--- config.mk ---
export PLATFORM = sky130hd
export DESIGN_NAME = stream_burst_gen
export DESIGN_NICKNAME = d
export VERILOG_FILES = /design/src/rtl/stream_burst_gen.sv
export SDC_FILE = /design/constraint.sdc
export NUM_CORES = 1
export LEC_CHECK = 0
export ABC_AREA = 1
export BUFFER_PORTS_ARGS = -buffer_cell sky130_fd_sc_hd__buf_2
export CORE_UTILIZATION = 25
export CTS_BUF_LIST = sky130_fd_sc_hd__clkbuf_4
export CTS_CLUSTER_DIAMETER = 50
export DETAILED_ROUTE_END_ITERATION = 8
export HOLD_SLACK_MARGIN = 0.15
export REMOVE_ABC_BUFFERS = 1
export SYNTH_ARGS = -nofsm -noshare
export SYNTH_HDL_FRONTEND = slang
export SYNTH_SLANG_ARGS = --single-unit
--- constraint.sdc ---
create_clock -name ACLK -period 3.87 [get_ports ACLK]
set_input_delay 0.387 -clock ACLK [delete_from_list [all_inputs] [get_ports ACLK]]
set_output_delay 0.387 -clock ACLK [all_outputs]
set_load 0.05 [all_outputs]
--- src/rtl/stream_burst_gen.sv ---
// +----------------------------------------------------------------------------+
// | stream_burst_gen: splits MMIO copy commands into 4 KB-safe AXI3 read/write |
// | burst requests and tracks outstanding write responses.                     |
// | Revision: 1.0                                                              |
// +----------------------------------------------------------------------------+
`default_nettype none

module stream_burst_gen_chan #(
    parameter int BPB       = 8,
    parameter int MAX_BURST = 16
) (
    input  logic        clk,
    input  logic        rst_n,
    input  logic        load,
    input  logic [31:0] load_addr,
    input  logic [31:0] load_beats,
    input  logic        enable,
    input  logic        req_ready,
    output logic        req_valid,
    output logic [31:0] req_addr,
    output logic [3:0]  req_len,
    output logic        idle
);

    localparam int          c_align     = $clog2(BPB);
    localparam logic [31:0] c_max_burst = 32'(MAX_BURST);

    logic [31:0] addr_q, addr_d;
    logic [31:0] rem_q, rem_d;
    logic        valid_q, valid_d;
    logic [3:0]  len_q, len_d;

    logic [12:0] w_page_beats;
    logic [31:0] w_page32;
    logic [31:0] w_cap;
    logic [3:0]  w_len;
    logic [31:0] w_beats;
    logic [31:0] w_bytes;

    // Beats left before the next 4 KB boundary (addr is always BPB-aligned).
    assign w_page_beats = (13'd4096 - {1'b0, addr_q[11:0]}) >> c_align;
    assign w_page32     = {19'd0, w_page_beats};
    assign w_cap        = (w_page32 < c_max_burst) ? w_page32 : c_max_burst;
    assign w_len        = (rem_q < w_cap) ? (rem_q[3:0] - 4'd1) : (w_cap[3:0] - 4'd1);
    assign w_beats      = {28'd0, len_q} + 32'd1;
    assign w_bytes      = w_beats << c_align;

    always_comb begin
        addr_d  = addr_q;
        rem_d   = rem_q;
        valid_d = valid_q;
        len_d   = len_q;
        if (load) begin
            addr_d  = load_addr;
            rem_d   = load_beats;
            valid_d = 1'b0;
        end else if (valid_q) begin
            if (req_ready) begin
                valid_d = 1'b0;
                addr_d  = addr_q + w_bytes;
                rem_d   = rem_q - w_beats;
            end
        end else if (enable && (rem_q != 32'd0)) begin
            valid_d = 1'b1;
            len_d   = w_len;
        end
    end

    always_ff @(posedge clk or negedge rst_n) begin
        if (!rst_n) begin
            addr_q  <= 32'd0;
            rem_q   <= 32'd0;
            valid_q <= 1'b0;
            len_q   <= 4'd0;
        end else begin
            addr_q  <= addr_d;
            rem_q   <= rem_d;
            valid_q <= valid_d;
            len_q   <= len_d;
        end
    end

    assign req_valid = valid_q;
    assign req_addr  = addr_q;
    assign req_len   = len_q;
    assign idle      = (rem_q == 32'd0) && !valid_q;

endmodule

module stream_burst_gen #(
    parameter int BPB             = 8,
    parameter int MAX_BURST       = 16,
    parameter int MAX_OUTSTANDING = 8
) (
    input  logic        ACLK,
    input  logic        ARESETN,
    input  logic        MMIO_VALID,
    output logic        MMIO_READY,
    input  logic [31:0] MMIO_CMD,
    input  logic [31:0] STREAM_SRC,
    input  logic [31:0] STREAM_DEST,
    input  logic [31:0] STREAM_LEN,
    output logic        RD_REQ_VALID,
    input  logic        RD_REQ_READY,
    output logic [31:0] RD_REQ_ADDR,
    output logic [3:0]  RD_REQ_LEN,
    output logic        WR_REQ_VALID,
    input  logic        WR_REQ_READY,
    output logic [31:0] WR_REQ_ADDR,
    output logic [3:0]  WR_REQ_LEN,
    input  logic        WR_DONE,
    output logic        CMD_ERR
);

    localparam int             c_align      = $clog2(BPB);
    localparam int             c_ow         = $clog2(MAX_OUTSTANDING + 1);
    localparam logic [31:0]    c_align_mask = ~(32'(BPB) - 32'd1);
    localparam logic [c_ow-1:0] c_out_max   = c_ow'(MAX_OUTSTANDING);
    localparam logic [c_ow-1:0] c_out_one   = c_ow'(1);

    typedef enum logic [1:0] {
        IDLE  = 2'd0,
        ISSUE = 2'd1,
        DRAIN = 2'd2
    } state_t;

    state_t          state_q, state_d;
    logic            cmd_err_q, cmd_err_d;
    logic [c_ow-1:0] out_q, out_d;

    logic [7:0]  w_opcode;
    logic [31:0] w_beats;
    logic        w_start;
    logic        w_rd_idle;
    logic        w_wr_idle;
    logic        w_wr_hs;
    logic        w_done;
    logic        w_wr_enable;
    logic        w_unused;

    assign w_opcode    = MMIO_CMD[7:0];
    assign w_beats     = STREAM_LEN >> c_align;
    assign w_start     = (state_q == IDLE) && MMIO_VALID && (w_opcode == 8'd1) && (w_beats != 32'd0);
    assign w_wr_hs     = WR_REQ_VALID && WR_REQ_READY;
    assign w_done      = WR_DONE && (out_q != '0);
    assign w_wr_enable = (state_q == ISSUE) && (out_q != c_out_max);
    assign w_unused    = ^MMIO_CMD[31:8];

    stream_burst_gen_chan #(
        .BPB       (BPB),
        .MAX_BURST (MAX_BURST)
    ) u_rd (
        .clk        (ACLK),
        .rst_n      (ARESETN),
        .load       (w_start),
        .load_addr  (STREAM_SRC & c_align_mask),
        .load_beats (w_beats),
        .enable     (state_q == ISSUE),
        .req_ready  (RD_REQ_READY),
        .req_valid  (RD_REQ_VALID),
        .req_addr   (RD_REQ_ADDR),
        .req_len    (RD_REQ_LEN),
        .idle       (w_rd_idle)
    );

    stream_burst_gen_chan #(
        .BPB       (BPB),
        .MAX_BURST (MAX_BURST)
    ) u_wr (
        .clk        (ACLK),
        .rst_n      (ARESETN),
        .load       (w_start),
        .load_addr  (STREAM_DEST & c_align_mask),
        .load_beats (w_beats),
        .enable     (w_wr_enable),
        .req_ready  (WR_REQ_READY),
        .req_valid  (WR_REQ_VALID),
        .req_addr   (WR_REQ_ADDR),
        .req_len    (WR_REQ_LEN),
        .idle       (w_wr_idle)
    );

    // A handshake and a response in the same cycle cancel out.
    always_comb begin
        out_d = out_q;
        case ({w_wr_hs, w_done})
            2'b10:   out_d = out_q + c_out_one;
            2'b01:   out_d = out_q - c_out_one;
            default: out_d = out_q;
        endcase
    end

    always_comb begin
        state_d   = state_q;
        cmd_err_d = cmd_err_q;
        case (state_q)
            IDLE: begin
                if (MMIO_VALID) begin
                    cmd_err_d = (w_opcode > 8'd1);
                    if (w_start) begin
                        state_d = ISSUE;
                    end
                end
            end
            ISSUE: begin
                if (w_rd_idle && w_wr_idle) begin
                    state_d = DRAIN;
                end
            end
            DRAIN: begin
                if (out_q == '0) begin
                    state_d = IDLE;
                end
            end
            default: state_d = IDLE;
        endcase
    end

    always_ff @(posedge ACLK or negedge ARESETN) begin
        if (!ARESETN) begin
            state_q   <= IDLE;
            cmd_err_q <= 1'b0;
            out_q     <= '0;
        end else begin
            state_q   <= state_d;
            cmd_err_q <= cmd_err_d;
            out_q     <= out_d;
        end
    end

    assign MMIO_READY = (state_q == IDLE);
    assign CMD_ERR    = cmd_err_q;

endmodule

`default_nettype wire

### Word-level counts from Yosys, hierarchy flattened

Index checks and enable logic that the tools add are counted.
W data, S select, Z words.

| storage, ports and cells | value |
|---|---|
| bits in registers | 145 |
| bits of input ports | 134 |
| output and inout port bits | 76 |
| word-level logic and storage cells | 105 |

| cells by class | value |
|---|---|
| add/sub/neg operators | 14 |
| magnitude comparators | 5 |
| equal/unequal tests | 10 |
| multiplexer cells | 30 |
| bitwise logic cells | 3 |
| reduce and logical (&&, ||, !) cells | 32 |

Operator list:

| kind | count |
|---|---|
| $mux W32 | 12 |
| $reduce_bool A32 Y1 | 3 |
| $add A32 B32 Y32 | 2 |
| $logic_not A32 Y1 | 2 |
| $lt A32 B32 Y1 | 2 |
| $sub A32 B32 Y32 | 2 |
| $sub A13 B12 Y13 const A | 2 |
| $lt A10 B5 Y1 const B | 2 |
| $mux W10 | 2 |
| $sub A4 B1 Y4 const B | 5 |
| $logic_and A1 B1 Y1 | 11 |
| $add A4 B1 Y5 const B | 2 |
| $reduce_bool A2 Y1 | 5 |
| $eq A8 B1 Y1 const B | 1 |
| $gt A8 B1 Y1 const B | 1 |
| $mux W1 | 8 |
| $mux W2 | 4 |
| $mux W4 | 2 |
| $pmux W4 S2 | 1 |
| $ne A2 B2 Y1 const B | 3 |
| $pmux W2 S3 | 1 |
| $reduce_and A2 Y1 | 3 |
| $reduce_and A3 Y1 | 2 |
| $add A4 B1 Y4 const B | 1 |
| other kinds (10) | 15 |

### Logic depth before layout (Yosys ltp)

Gate-level depths: netlist (run 1).

| depth | value |
|---|---|
| depth after elaboration | 7 |
| mapped depth | 27 |
| mapped depth without buffers | 27 |

### By module

From an unflattened synthesis (run 1), not the netlist that was laid out.

| second synthesis, totals | value |
|---|---|
| cells, all modules | 1,558 |
| area, all modules | 10,809.1 um^2 |

Modules (own cells, without submodules):

| module | instances | cells an instance | area each (um^2) |
|---|---|---|---|
| stream_burst_gen_chan (u_wr) | 1 | 748 | 5,152.4 |
| stream_burst_gen_chan (u_rd) | 1 | 716 | 5,058.6 |
| stream_burst_gen | 1 | 94 | 598.1 |

### Worst setup path after synthesis (run 1)

No wires, ideal clock.

| timing | value |
|---|---|
| kind | flip-flop to flip-flop |
| start point | reg u_wr.len_q[1], in the netlist u_wr.req_len[1] |
| end point | reg u_wr.rem_q[31] |
| setup time | 119 ps |
| data arrival time | 3,079 ps |
| setup slack | 672 ps |
| stages on the path, launching flop included | 22 |
| clock period less this slack | 3,198 ps |
| cell sequence | dfrtp_1 > ha_1 > xor2_1 > inv_1 > ha_1 > a21oi_1 > nand2_1 > nand3_1 > nand2_1 > nor3_2 > nand2_1 > nor3_2 > inv_2 > nor2_4 > nand2_2 > nor2_4 > nand4_2 > nor3_2 > nand2_1 > nand2_1 > inv_1 > o21a_1 |

| on the way | value |
|---|---|
| word-level cells in the longest chain between the ends | 5 |

Ends and longest elaborated chain:

| item | line | source |
|---|---|---|
| start: declaration | 31 | `logic [3:0] len_q, len_d;` |
| start signal: assignment | 79 | `len_q <= len_d;` |
| $add A4 B1 Y5 | 45 | `assign w_beats = {28'd0, len_q} + 32'd1;` |
| $sub A32 B32 Y32 | 61 | `rem_d = rem_q - w_beats;` |
| $mux W32 | 58 | `if (req_ready) begin` |
| $mux W32 | 57 | `end else if (valid_q) begin` |
| $mux W32 | 53 | `if (load) begin` |
| end signal: assignment | 77 | `rem_q <= rem_d;` |
| end: declaration | 29 | `logic [31:0] rem_q, rem_d;` |

Every way passes these cells. The select of a mux whose other input is x is not followed.
A chain may end at the register's enable or synchronous reset.

### Worst setup path after layout (run 1)

| timing | value |
|---|---|
| start point | in MMIO_CMD[5] |
| end point | reg u_rd.addr_q[25], in the netlist u_rd.req_addr[25] |

| on the way | value |
|---|---|
| word-level cells in the longest chain between the ends | 5 |

Ends and longest elaborated chain:

| item | line | source |
|---|---|---|
| start: declaration | 99 | `input logic [31:0] MMIO_CMD,` |
| $eq A8 B1 Y1 (*) | 143 | `assign w_start = (state_q == IDLE) && MMIO_VALID && (w_opcode == 8'd1) && (w_beats != 32'd0);` |
| $logic_and A1 B1 Y1 (*) (2 in a row) | 143 |  |
| $reduce_bool A2 Y1 (no source line) | -- |  |
| $reduce_and A2 Y1 (no source line) | -- |  |
| end signal: assignment | 76 | `addr_q <= addr_d;` |
| end: declaration | 28 | `logic [31:0] addr_q, addr_d;` |

Every way passes the cells marked *; elsewhere a longest branch is shown, timed or not.

==> results.md, run 1 <==
* Longest individual stage delay on the worst path at 600 ps
* Leading post-synthesis cells by instance count: sky130_fd_sc_hd__nand2_1, sky130_fd_sc_hd__nor2_1, sky130_fd_sc_hd__inv_1
* Routed wire per std cell at roughly 15 microns
* Top delay family on crit path: buffers and inverters
* Worst rel slew slack at 0.341
* Areal power density over the cells at ~700 nW/um^2
* Count of placed standard cells in the final layout, fillers left out at 2,203
* Drt pass-1 iters at 5
* Buffer cell driving the clock tree root: sky130_fd_sc_hd__clkbuf_4
* Post-Route WL at between 30,000 and 40,000 microns
* Critical Path AT at 3980 ps
* Overall die width at between 200 and 250 microns
* Nets at ~1,800
* H-tree depth reported by CTS at 4
* Starting Density at 0.255
* Top-area cell type share of the netlist area at 0.341
* Layout area overhead at 26.5%
* Rows at 73
* CTS tree: yes
* Clock slew at reported path FFs at roughly 160 ps
* First-pass GRT wire length at 51,700 microns
* Number of unique standard cell types used by synthesis at between 50 and 60
* Number of slew-limit violations in the final report at 0
* Detailed placement HPWL at about 24,000 microns
* Number of antenna violations at the first check in global routing at 5
* Gr ovfl total at 0
* Classification of the worst-slack hold path: in2async
* Worst Skew at around 38 ps
* Post-route minimum period at around 3400 ps
* Maximum fanout along the worst path at 48
* Outcome: completed
* Via count of the first global-routing pass at just under 10,000
* Kind of capture point of the worst setup path: flip-flop
* Library cell with the largest summed area after synthesis: sky130_fd_sc_hd__dfrtp_1
* DRC Markers at 0
* Worst path buffer plus inverter count at 5
* Post-DRT Antenna Nets at 0
* Seq/Total Area, Yosys at 0.341
* CP most frequent cell: sky130_fd_sc_hd__dlygate4sd3_1
* Overall die height at about 200 microns
* Total routing usage reported by global routing at 0.157
* Most used flip-flop cell after synthesis: sky130_fd_sc_hd__dfrtp_1
* Synth area leaders: sky130_fd_sc_hd__dfrtp_1, sky130_fd_sc_hd__nand2_1, sky130_fd_sc_hd__ha_1, sky130_fd_sc_hd__nor2_1, sky130_fd_sc_hd__inv_1
* Final core area utilization at 0.322
* Final RePlAce weighted congestion at ~0.83
* Pin count of the biggest net entering global routing at 98
* DR vias/cell at about 4.7
* Post-synth EDFFs at 0
* Fraction of final layout cells with drive strength greater than 1 at 0.159
* Final period util at 0.885
* Max Clk Rate at between 0.2 and 0.3 GHz
* Total via count after detailed routing at 10,400
* Type of origin of the critical path: input pin
* Setup repair after global routing missed its margin: false
* Placeable core area at 40,000 sq um
* Overall power at slightly above 9 mW
* Transition at the pin with the smallest max-transition slack at 979 ps
* Post-synthesis instance area at between 10,000 and 15,000 sq um
* Setup-violating endpoint count in the final report at 0
* Post-CTS Hold Fix Bufs at slightly above 90
* Worst skew pair latency at 640 ps
* Required time of the critical path at between 4000 and 5000 ps
* Overall die area at roughly 42,000 sq um
* IO Pins at 210
* Clk sink count at between 100 and 150
* Cell breakdown of the critical path: dlygate4sd3_1 > buf_2 > nor4_1 > dlygate4sd3_1 > o211ai_1 > nor2_1 > and2_4 > a21oi_4 > inv_2 > buf_4 > o21ai_0 > o21ai_1
* Fraction of synthesis flops using an asynchronous set or reset pin at 1.00
* Deepest clock path buffer count at 2
* Average footprint of a synthesized cell at about 7.3 sq um
* Worst setup path category: in2reg
* IO Port Bufs at 170
* Post-synthesis sequential element count at roughly 140
* Number of buffers inserted by post-CTS setup repair at 0
* Iter 0 DRT Violations at 732
* Worst hold slack at roughly 230 ps
* Total number of yosys warnings at 0
* Total of cells resized after clock tree synthesis at 0
* Max capacitance violation total at 0
* Synth Instances at between 1,000 and 1,500
* Most frequent cell after synthesis: sky130_fd_sc_hd__nand2_1
* Final Hold Violating Endpoints at 0
* Clock buffer count from CTS at 17
* Static Leak at 5.93 nW
* Placed Cells at 2,075
* Largest vdd supply drop at approximately 250 uV
* Slowest-stage cell, CP: sky130_fd_sc_hd__dlygate4sd3_1
-- path summary, 6_finish.rpt --
path | slack [ps] | from | endpoint | depth (start not counted)
worst max-delay path | 450 | MMIO_CMD[5] | u_rd.req_addr[25] | 12
max in group asynchronous | 2710 | ARESETN | u_wr.rem_q[16] | 3
worst max register to register | 490 | u_wr.req_len[0] | u_wr.rem_q[28] | 17
worst min-delay path | 230 | ARESETN | out_q[1] | 2
min in group ACLK | 240 | MMIO_CMD[3] | CMD_ERR | 4
worst min register to register | 510 | u_rd.rem_q[29] | u_rd.rem_q[29] | 1
-- where the power goes --
part | internal (mW) | switching, mW
registers | 2.01 | 0.752
clock network | 0.340 | 0.700
logic | 1.90 | 3.58
total | 4.25 | 5.03
-- flip-flops by register name, summed over array words and instances, names as in the netlist, 2 cells and up --
| name | count |
|---|---|
| u_rd.req_len | 4 |
| u_rd.req_addr | 29 |
| u_rd.rem_q | 32 |
| u_wr.rem_q | 32 |
| state_q | 2 |
| out_q | 4 |
| u_wr.req_addr | 29 |
| u_wr.req_len | 4 |
-- cells by family after synthesis --
logic type,share of synthesized area
flip-flops,0.341
multiplexers,0.00110
adder cells (fa/ha/maj),0.0700
AND/OR/NAND/NOR,0.292
AO/OA/AOI/OAI,0.151
other,0.000737
buffers and inverters,0.0797
XOR/XNOR,0.0644
-- stage by stage --
stage | TNS, ps | worst slack [ps] | area, sq um
6_report | 0 | 446 | 12900
3_5_place_dp | 0 | 524 | 11700
5_1_grt | 0 | 61.4 | 12900
4_1_cts | 0 | 450 | 12900
2_1_floorplan | -95640 | -1320 | 10000
3_3_place_gp | 0 | 540 | 11700
-- layer usage --
metal | wire length, microns | vias to the layer above | GRT usage
met1 | 15900 | 4947 | 0.215
met4 | 541 | 2 | 0.0545
met3 | 1500 | 31 | 0.0271
li1 | - | 5210 | -
met5 | 10 | - | 0
met2 | 14400 | 226 | 0.249
-- cell usage in the layout (no fill, tap or decap), types with 10 or more instances in the layout --
| cell | n |
|---|---|
| sky130_fd_sc_hd__nand2_1 | 316 |
| sky130_fd_sc_hd__buf_2 | 169 |
| sky130_fd_sc_hd__nor2_1 | 159 |
| sky130_fd_sc_hd__inv_1 | 156 |
| sky130_fd_sc_hd__dfrtp_1 | 139 |
| sky130_fd_sc_hd__dlygate4sd3_1 | 92 |
| sky130_fd_sc_hd__o21ai_0 | 74 |
| sky130_fd_sc_hd__nand3_1 | 73 |
| sky130_fd_sc_hd__xor2_1 | 57 |
| sky130_fd_sc_hd__a21oi_1 | 52 |
| sky130_fd_sc_hd__ha_1 | 49 |
| sky130_fd_sc_hd__o211ai_1 | 45 |
| sky130_fd_sc_hd__a31oi_1 | 28 |
| sky130_fd_sc_hd__nor4_1 | 27 |
| sky130_fd_sc_hd__nor3_1 | 23 |
| sky130_fd_sc_hd__nand4_1 | 22 |
| sky130_fd_sc_hd__xnor2_1 | 18 |
| sky130_fd_sc_hd__clkbuf_4 | 17 |
| sky130_fd_sc_hd__conb_1 | 16 |
| sky130_fd_sc_hd__o22ai_1 | 14 |
| sky130_fd_sc_hd__nor2_2 | 12 |
| sky130_fd_sc_hd__buf_4 | 12 |
| sky130_fd_sc_hd__o21ai_1 | 10 |
-- worst reg2reg max path: cells and delay by family, from the launching register on --
family	cells	cell delay, ps
AOI/OAI and AO/OA	3	440
xor gates and xnor gates	1	130
adders and majority gates	2	830
buffers and inverters	3	300
DFF	1	440
and+or+nand+nor	8	1110
-- layout make-up --
cell class | count | area, sq um
Antenna cell | 4 | 10.0
Clock buffer | 17 | 128
Clock inverter | 15 | 153
Fill cell | 4287 | 27100
Inverter | 160 | 601
Multi-Input combinational cell | 1067 | 5960
Sequential cell | 139 | 3480
Tap cell | 525 | 657
Timing Repair Buffer | 276 | 1910
Power figures use the tool's default switching activity.
==> run 2: changes to the inputs <==
--- a/config.mk
+++ b/config.mk
@@ -7,11 +7,13 @@
 export LEC_CHECK = 0
 export ABC_AREA = 1
 export BUFFER_PORTS_ARGS = -buffer_cell sky130_fd_sc_hd__buf_2
-export CORE_UTILIZATION = 25
+export CORE_UTILIZATION = 58
 export CTS_BUF_LIST = sky130_fd_sc_hd__clkbuf_4
 export CTS_CLUSTER_DIAMETER = 50
 export DETAILED_ROUTE_END_ITERATION = 8
 export HOLD_SLACK_MARGIN = 0.15
+export MAX_ROUTING_LAYER = met4
+export PLACE_DENSITY = 0.84
 export REMOVE_ABC_BUFFERS = 1
 export SYNTH_ARGS = -nofsm -noshare
 export SYNTH_HDL_FRONTEND = slang
==> run 2 against run 1 <==
  * Count of clock-buffer cells in the layout unchanged
  * Critical path type unchanged
  * Core utilization grew 40 points
  * Sequential share of layout area increased by 0.86 points
  * Setup slack improved by 31 ps
  * Register-to-register slack barely moved
==> results.md, run 2 (same netlist as run 1, synthesis figures left out) <==
* IO Port Bufs at 170 (unchanged)
* Fraction of final layout cells with drive strength greater than 1 at 0.159 (+0.000285)
* End of the worst register-to-register path: u_wr.req_addr[31]
* Routed wire per std cell at 15.3 microns (+4.0%)
* Post-Route WL at 29,000 microns (-10%)
* Detailed placement HPWL at 19,600 microns (-16%)
* Nets at 1,846 (-0.16%)
* Worst skew pair latency at 590 ps (-50 ps)
* Final RePlAce weighted congestion at 0.927 (+11%)
* Worst rel slew slack at 0.346 (+0.00494)
* Clock slew at reported path FFs at 150 ps (about the same)
* Outcome: completed
* Post-place instance area at 11,300 sq um (-3.3%)
* Iter 0 DRT Violations at 917 (+25%)
* Gr ovfl total at 0 (unchanged)
* Fill count at 1,331 (-69%)
* Via count of the first global-routing pass at 10,200 (+2.5%)
* Number of antenna violations at the first check in global routing at 1 (-4)
* Top delay family on crit path: simple AND/OR/NAND/NOR gates
* Maximum fanout along the worst path at 56 (+17%)
* Setup crit start: STREAM_LEN[19]
* CTS tree: yes
* Starting Density at 0.591 (+0.337)
* Register-to-register setup slack at 480 ps (about the same)
* Worst hold slack at 191 ps (-37.4 ps)
* Setup repair after global routing missed its margin: false
* Max capacitance violation total at 0 (unchanged)
* Worst path buffer plus inverter count at 4 (-1)
* Most common library cell in the layout ignoring fill and taps: sky130_fd_sc_hd__nand2_1
* RR Startpoint: u_wr.req_len[0]
* Final Hold Violating Endpoints at 0 (unchanged)
* Areal power density over the cells at 743 nW/um^2 (+3.3%)
* H-tree depth reported by CTS at 4 (unchanged)
* Total of cells resized after clock tree synthesis at 0 (unchanged)
* Slowest-stage cell, CP: sky130_fd_sc_hd__dlygate4sd3_1
* Required time of the critical path at 4390 ps (-40 ps)
* Depth of the worst hold-timing path at 4
* Worst-case hold path end point: CMD_ERR
* DR vias/cell at 5.67 (+20%)
* Rows at 48 (-34%)
* Buffer cell driving the clock tree root: sky130_fd_sc_hd__clkbuf_4
* Total via count after detailed routing at 10,800 (+3.2%)
* Most used cells in the layout excluding fill and tap cells: sky130_fd_sc_hd__nand2_1, sky130_fd_sc_hd__buf_2, sky130_fd_sc_hd__nor2_1
* Classification of the worst-slack hold path: in2reg
* Static Leak at 5.93 nW (about the same)
* Registers with the most flip-flops: u_rd.rem_q (32), u_wr.rem_q (32)
* Final Cell Area at 12,500 sq um (-3.1%)
* Worst Skew at 21.5 ps (-16.7 ps)
* Setup TNS at 0 ps (unchanged)
* Setup-violating endpoint count in the final report at 0 (unchanged)
* Max Clk Rate at 0.295 GHz (+0.90%)
* Pin count of the biggest net entering global routing at 96 (-2.0%)
* Transition at the pin with the smallest max-transition slack at 972 ps (-7.35 ps)
* Clock buffer count from CTS at 17 (unchanged)
* Critical Path AT at 3910 ps (-70 ps)
* Area taken by flip-flops and latches at 3480 sq um (unchanged)
* Overall die width at 135 microns (-34%)
* Kind of capture point of the worst setup path: flip-flop
* IO Pins at 210 (unchanged)
* Drt pass-1 iters at 6 (+1)
* Overall power at 9.28 mW (+0.12%)
* Total routing usage reported by global routing at 0.339 (+0.181)
* Deepest clock path buffer count at 2 (unchanged)
* Longest individual stage delay on the worst path at 530 ps (-70 ps)
* Type of origin of the critical path: input pin
* Overall die area at 18,100 sq um (-56%)
* DRC Markers at 0 (unchanged)
* Worst setup path category: in2reg
* Multi-input gate area in the final layout at 5960 sq um (about the same)
* Overall die height at 135 microns (-34%)
* Post-DRT Antenna Nets at 0 (unchanged)
* Clk sink count at 139 (unchanged)
* Final period util at 0.877 (-0.00790)
* R2R cell count at 17 (unchanged)
* Layout area overhead at 22.6%
* Placeable core area at 17,200 sq um (-57%)
* Post-route minimum period at 3390 ps (-30.6 ps)
* Number of slew-limit violations in the final report at 0 (unchanged)
* First-pass GRT wire length at 47,500 microns (-7.9%)
* Cell breakdown of the critical path: dlygate4sd3_1 > buf_2 > nor4_1 > nand4_1 > or2_0 > and2_2 > buf_4 > nor2_2 > inv_2 > a21oi_1 > o21ai_0 > o211ai_1
* Hold path start: MMIO_CMD[5]
* Largest vdd supply drop at 510 uV (+100%)
[run 2: changes by cell type in the layout (fill, tap and decap cells not counted), sizes merged]
cell,previous run,this run
bufinv,1,2
clkinv,2,3
clkinvlp,4,2
diode,4,1
dlygate4sd3,92,89
[run 2: layer usage]
layer	global-route usage	vias up	routed length, microns	part of all wire
met5	-	-	0	0
met4	0.133	0	823	0.028
met3	0.0480	90	1820	0.063
met2	0.543	425	14100	0.49
met1	0.434	5056	12200	0.42
li1	-	5183	-	-
[run 2: area by class of cell]
type	count	share of cell area
diodes	1	0.000200
clock buffers	17	0.0102
clock inverters	15	0.0143
inverters	160	0.0481
multi-input cells	1067	0.477
flip-flops and latches	139	0.278
well taps	225	0.0225
repair buffers	273	0.149
[run 2: how the worst max path moves through the flow]
| stage | endpoint | slack [ps] | cells past startpoint |
|---|---|---|---|
| 2_1_floorplan | u_wr.req_addr[24] | -1320 | 10 |
| 3_3_place_gp | u_wr.rem_q[31] | 600 | 21 |
| 3_5_place_dp | u_wr.rem_q[31] | 560 | 21 |
| 4_1_cts | u_wr.rem_q[31] | 530 | 21 |
| 5_1_grt | u_rd.req_len[1] | 110 | 24 |
| 6_report | u_wr.req_addr[11] | 480 | 12 |
[run 2: metrics by stage]
step	utilization	std cells	worst slack, ps
after CTS	0.725	1896	529
after floorplan	-	1366	-1320
after global placement	0.655	1775	596
final	0.725	1897	477
after detailed placement	0.655	1775	562
after global routing	0.725	1897	110
[run 2: timing repair]
item | in CTS | in global routing
setup endpoints to repair | 0 | 0
buffers inserted | 0 | 0
endpoints found under the hold margin | 200 | 0
hold buffers | 89 | 0
[run 2: worst min-delay path, delay by kind of cell]
| family | cells | cell delay (ps) |
|---|---|---|
| simple gates | 1 | 50 |
| buf+inv | 1 | 80 |
| compound gates | 2 | 230 |
[run 2: report_power, final]
part           switching, mW  leakage (nW)  internal, mW
Combinational           3.57          4.06          1.89
Clock                  0.655         0.160         0.408
Sequential             0.758          1.71          2.01
==> run 3: changes to the inputs <==
--- a/config.mk
+++ b/config.mk
@@ -7,6 +7,7 @@
 export LEC_CHECK = 0
 export ABC_AREA = 1
 export BUFFER_PORTS_ARGS = -buffer_cell sky130_fd_sc_hd__buf_2
+export CORE_MARGIN = 4
 export CORE_UTILIZATION = 58
 export CTS_BUF_LIST = sky130_fd_sc_hd__clkbuf_4
 export CTS_CLUSTER_DIAMETER = 50
==> constraint.sdc (replaced) <==
create_clock -name ACLK -period 3.87 [get_ports ACLK]
set_input_delay 0.5805 -clock ACLK [delete_from_list [all_inputs] [get_ports ACLK]]
set_output_delay 0.5805 -clock ACLK [all_outputs]
set_load 0.05 [all_outputs]
==> run 3 against run 2 <==
  * Non-clock buffer count down 87
  * Global-route usage decreased by 5.5 points
  * Highest routed layer unchanged
  * Via count decreased by 3.8%
  * Combinational power fell by 2%
  * Clock skew shrank 0.74 ps
  * Core utilization down 4.4 points
  * Sequential power barely moved
  * Setup slack worse by 14 ps
==> results.md, run 3 (same netlist as run 1, synthesis figures left out) <==
* Drt pass-1 iters at 6 (unchanged)
* Largest vdd supply drop at 602 uV (+18%)
* IO Port Bufs at 170 (unchanged)
* Kind of capture point of the worst setup path: flip-flop
* Final WS setup at 462 ps (-14.3 ps)
* Max Clk Rate at 0.293 GHz (-0.42%)
* Detailed placement HPWL at 20,100 microns (+2.3%)
* Max capacitance violation total at 0 (unchanged)
* Final Hold Violating Endpoints at 0 (unchanged)
* RR Startpoint: u_wr.req_len[0]
* Post-route minimum period at 3410 ps (+14.3 ps)
* Starting Density at 0.591 (unchanged)
* Maximum fanout along the worst path at 4 (-93%)
* Number of antenna violations at the first check in global routing at 1 (unchanged)
* DRC Markers at 0 (unchanged)
* Worst setup path category: reg2reg
* Register-to-register setup slack at 460 ps (about the same)
* Critical Path AT at 3870 ps (-40 ps)
* Deepest clock path buffer count at 2 (unchanged)
* Type of origin of the critical path: flip-flop
* Routed wire per std cell at 15.0 microns (-1.6%)
* Overall die area at 19,800 sq um (+9.1%)
* Post-DRT Antenna Nets at 0 (unchanged)
* Number of buffers inserted by post-CTS setup repair at 0 (unchanged)
* End of the worst register-to-register path: u_wr.rem_q[31]
* Classification of the worst-slack hold path: in2reg
* Worst rel slew slack at 0.381 (+0.0343)
* Setup-violating endpoint count in the final report at 0 (unchanged)
* Required time of the critical path at 4330 ps (-60 ps)
* Final RePlAce weighted congestion at 0.922 (-0.55%)
* Worst Skew at 20.8 ps (-0.738 ps)
* Most common library cell in the layout ignoring fill and taps: sky130_fd_sc_hd__nand2_1
* H-tree depth reported by CTS at 4 (unchanged)
* Via count of the first global-routing pass at 9,824 (-3.3%)
* Worst skew pair latency at 560 ps (-30 ps)
* Transition at the pin with the smallest max-transition slack at 921 ps (-51.0 ps)
* Outcome: completed
* Static Leak at 5.62 nW (-5.2%)
* R2R cell count at 21 (+4)
* First-pass GRT wire length at 45,400 microns (-4.5%)
* Most used cells in the layout excluding fill and tap cells: sky130_fd_sc_hd__nand2_1, sky130_fd_sc_hd__buf_2, sky130_fd_sc_hd__nor2_1
* Pin count of the biggest net entering global routing at 93 (-3.1%)
* IO Pins at 210 (unchanged)
* Setup TNS at 0 ps (unchanged)
* Gr ovfl total at 0 (unchanged)
* Clock buffer count from CTS at 17 (unchanged)
* Final period util at 0.881 (+0.00370)
* Setup repair after global routing missed its margin: false
* CTS tree: yes
* Rows at 48 (unchanged)
* Clock slew at reported path FFs at 130 ps (-20 ps)
* Overall die width at 141 microns (+4.5%)
* Total via count after detailed routing at 10,300 (-3.8%)
* Areal power density over the cells at 802 nW/um^2 (+7.9%)
* Buffer cell driving the clock tree root: sky130_fd_sc_hd__clkbuf_4
* Placeable core area at 17,200 sq um (unchanged)
* DR vias/cell at 5.72 (+0.86%)
* Fraction of final layout cells with drive strength greater than 1 at 0.169 (+0.00937)
* Post-Route WL at 27,200 microns (-6.1%)
* Layout area overhead at 15.0%
* Overall die height at 141 microns (+4.5%)
* Termination of the worst setup path: u_wr.rem_q[31]
* Setup crit start: u_wr.req_len[0]
* Registers with the most flip-flops: u_rd.rem_q (32), u_wr.rem_q (32)
* Number of slew-limit violations in the final report at 0 (unchanged)
* Iter 0 DRT Violations at 811 (-12%)
* Nets at 1,759 (-4.7%)
* Setup WS pre-CTS at 499 ps (-63.2 ps)
* Clk sink count at 139 (unchanged)
* Total routing usage reported by global routing at 0.283 (-0.0554)
==> run 3: worst min-delay path by stage <==
stage | from | end | slack [ps] | depth (start not counted)
6_report | STREAM_DEST[5] | u_wr.req_addr[5] | 230 | 3
5_1_grt | STREAM_DEST[31] | u_wr.req_addr[31] | 220 | 3
4_1_cts | STREAM_DEST[5] | u_wr.req_addr[5] | 200 | 3
3_5_place_dp | CMD_ERR | CMD_ERR | 480 | 1
3_3_place_gp | CMD_ERR | CMD_ERR | 480 | 1
2_1_floorplan | ARESETN | CMD_ERR | 280 | 0
==> run 3: routing by layer <==
layer | GRT usage | share of wire
met1 | 0.369 | 0.43
met2 | 0.454 | 0.47
met3 | 0.0403 | 0.074
met4 | 0.0999 | 0.026
met5 | - | 0
==> run 3: critical path, stage by stage, from the launching register on <==
cell and delay [ps]:
sky130_fd_sc_hd__dfrtp_1 430, sky130_fd_sc_hd__ha_1 230, sky130_fd_sc_hd__xor2_1 240, sky130_fd_sc_hd__inv_1 80, sky130_fd_sc_hd__ha_1 340, sky130_fd_sc_hd__a21oi_1 160
sky130_fd_sc_hd__nand2_1 100, sky130_fd_sc_hd__nand3_1 80, sky130_fd_sc_hd__nand2_1 90, sky130_fd_sc_hd__nor3_2 210, sky130_fd_sc_hd__nand2_1 150, sky130_fd_sc_hd__nor3_2 200
sky130_fd_sc_hd__inv_2 100, sky130_fd_sc_hd__nor2_4 120, sky130_fd_sc_hd__nand2_2 90, sky130_fd_sc_hd__nor2_4 150, sky130_fd_sc_hd__nand4_2 120, sky130_fd_sc_hd__nor3_2 170
sky130_fd_sc_hd__nand2_1 70, sky130_fd_sc_hd__nand2_1 60, sky130_fd_sc_hd__inv_1 40, sky130_fd_sc_hd__o21a_1 90
==> run 3: final cells by class <==
| class | count | area, sq um |
|---|---|---|
| flip-flops and latches | 139 | 3480 |
| clock buffers | 18 | 135 |
| multi-input cells | 1067 | 5960 |
| fillers | 1500 | 5510 |
| repair buffers | 186 | 1000 |
| inverters | 160 | 601 |
| clock inverters | 14 | 267 |
| diodes | 1 | 2.50 |
| well taps | 225 | 282 |
==> run 3: repair_timing <==
action | 4_1_cts | 5_1_grt
gates resized for setup | 0 | 0
hold endpoints to repair | 87 | 0
hold buffers | 1 | 0
==> run 3: through the flow <==
stage	total power [mW]	instances	cell area (sq um)	hold slack, ps	util
3_5_place_dp	8.06	1776	11300	476	0.656
5_1_grt	10.2	1810	11700	219	0.680
4_1_cts	9.40	1809	11700	202	0.680
2_1_floorplan	6.80	1366	10000	285	-
6_report	9.41	1810	11700	230	0.680
3_3_place_gp	7.89	1776	11300	475	0.656
==> run 3: power by group <==
group	leakage (nW)	internal (mW)	switching [mW]
Combinational	3.70	1.84	3.50
Sequential	1.71	2.01	0.750
Clock	0.207	0.720	0.591
Total	5.62	4.57	4.84
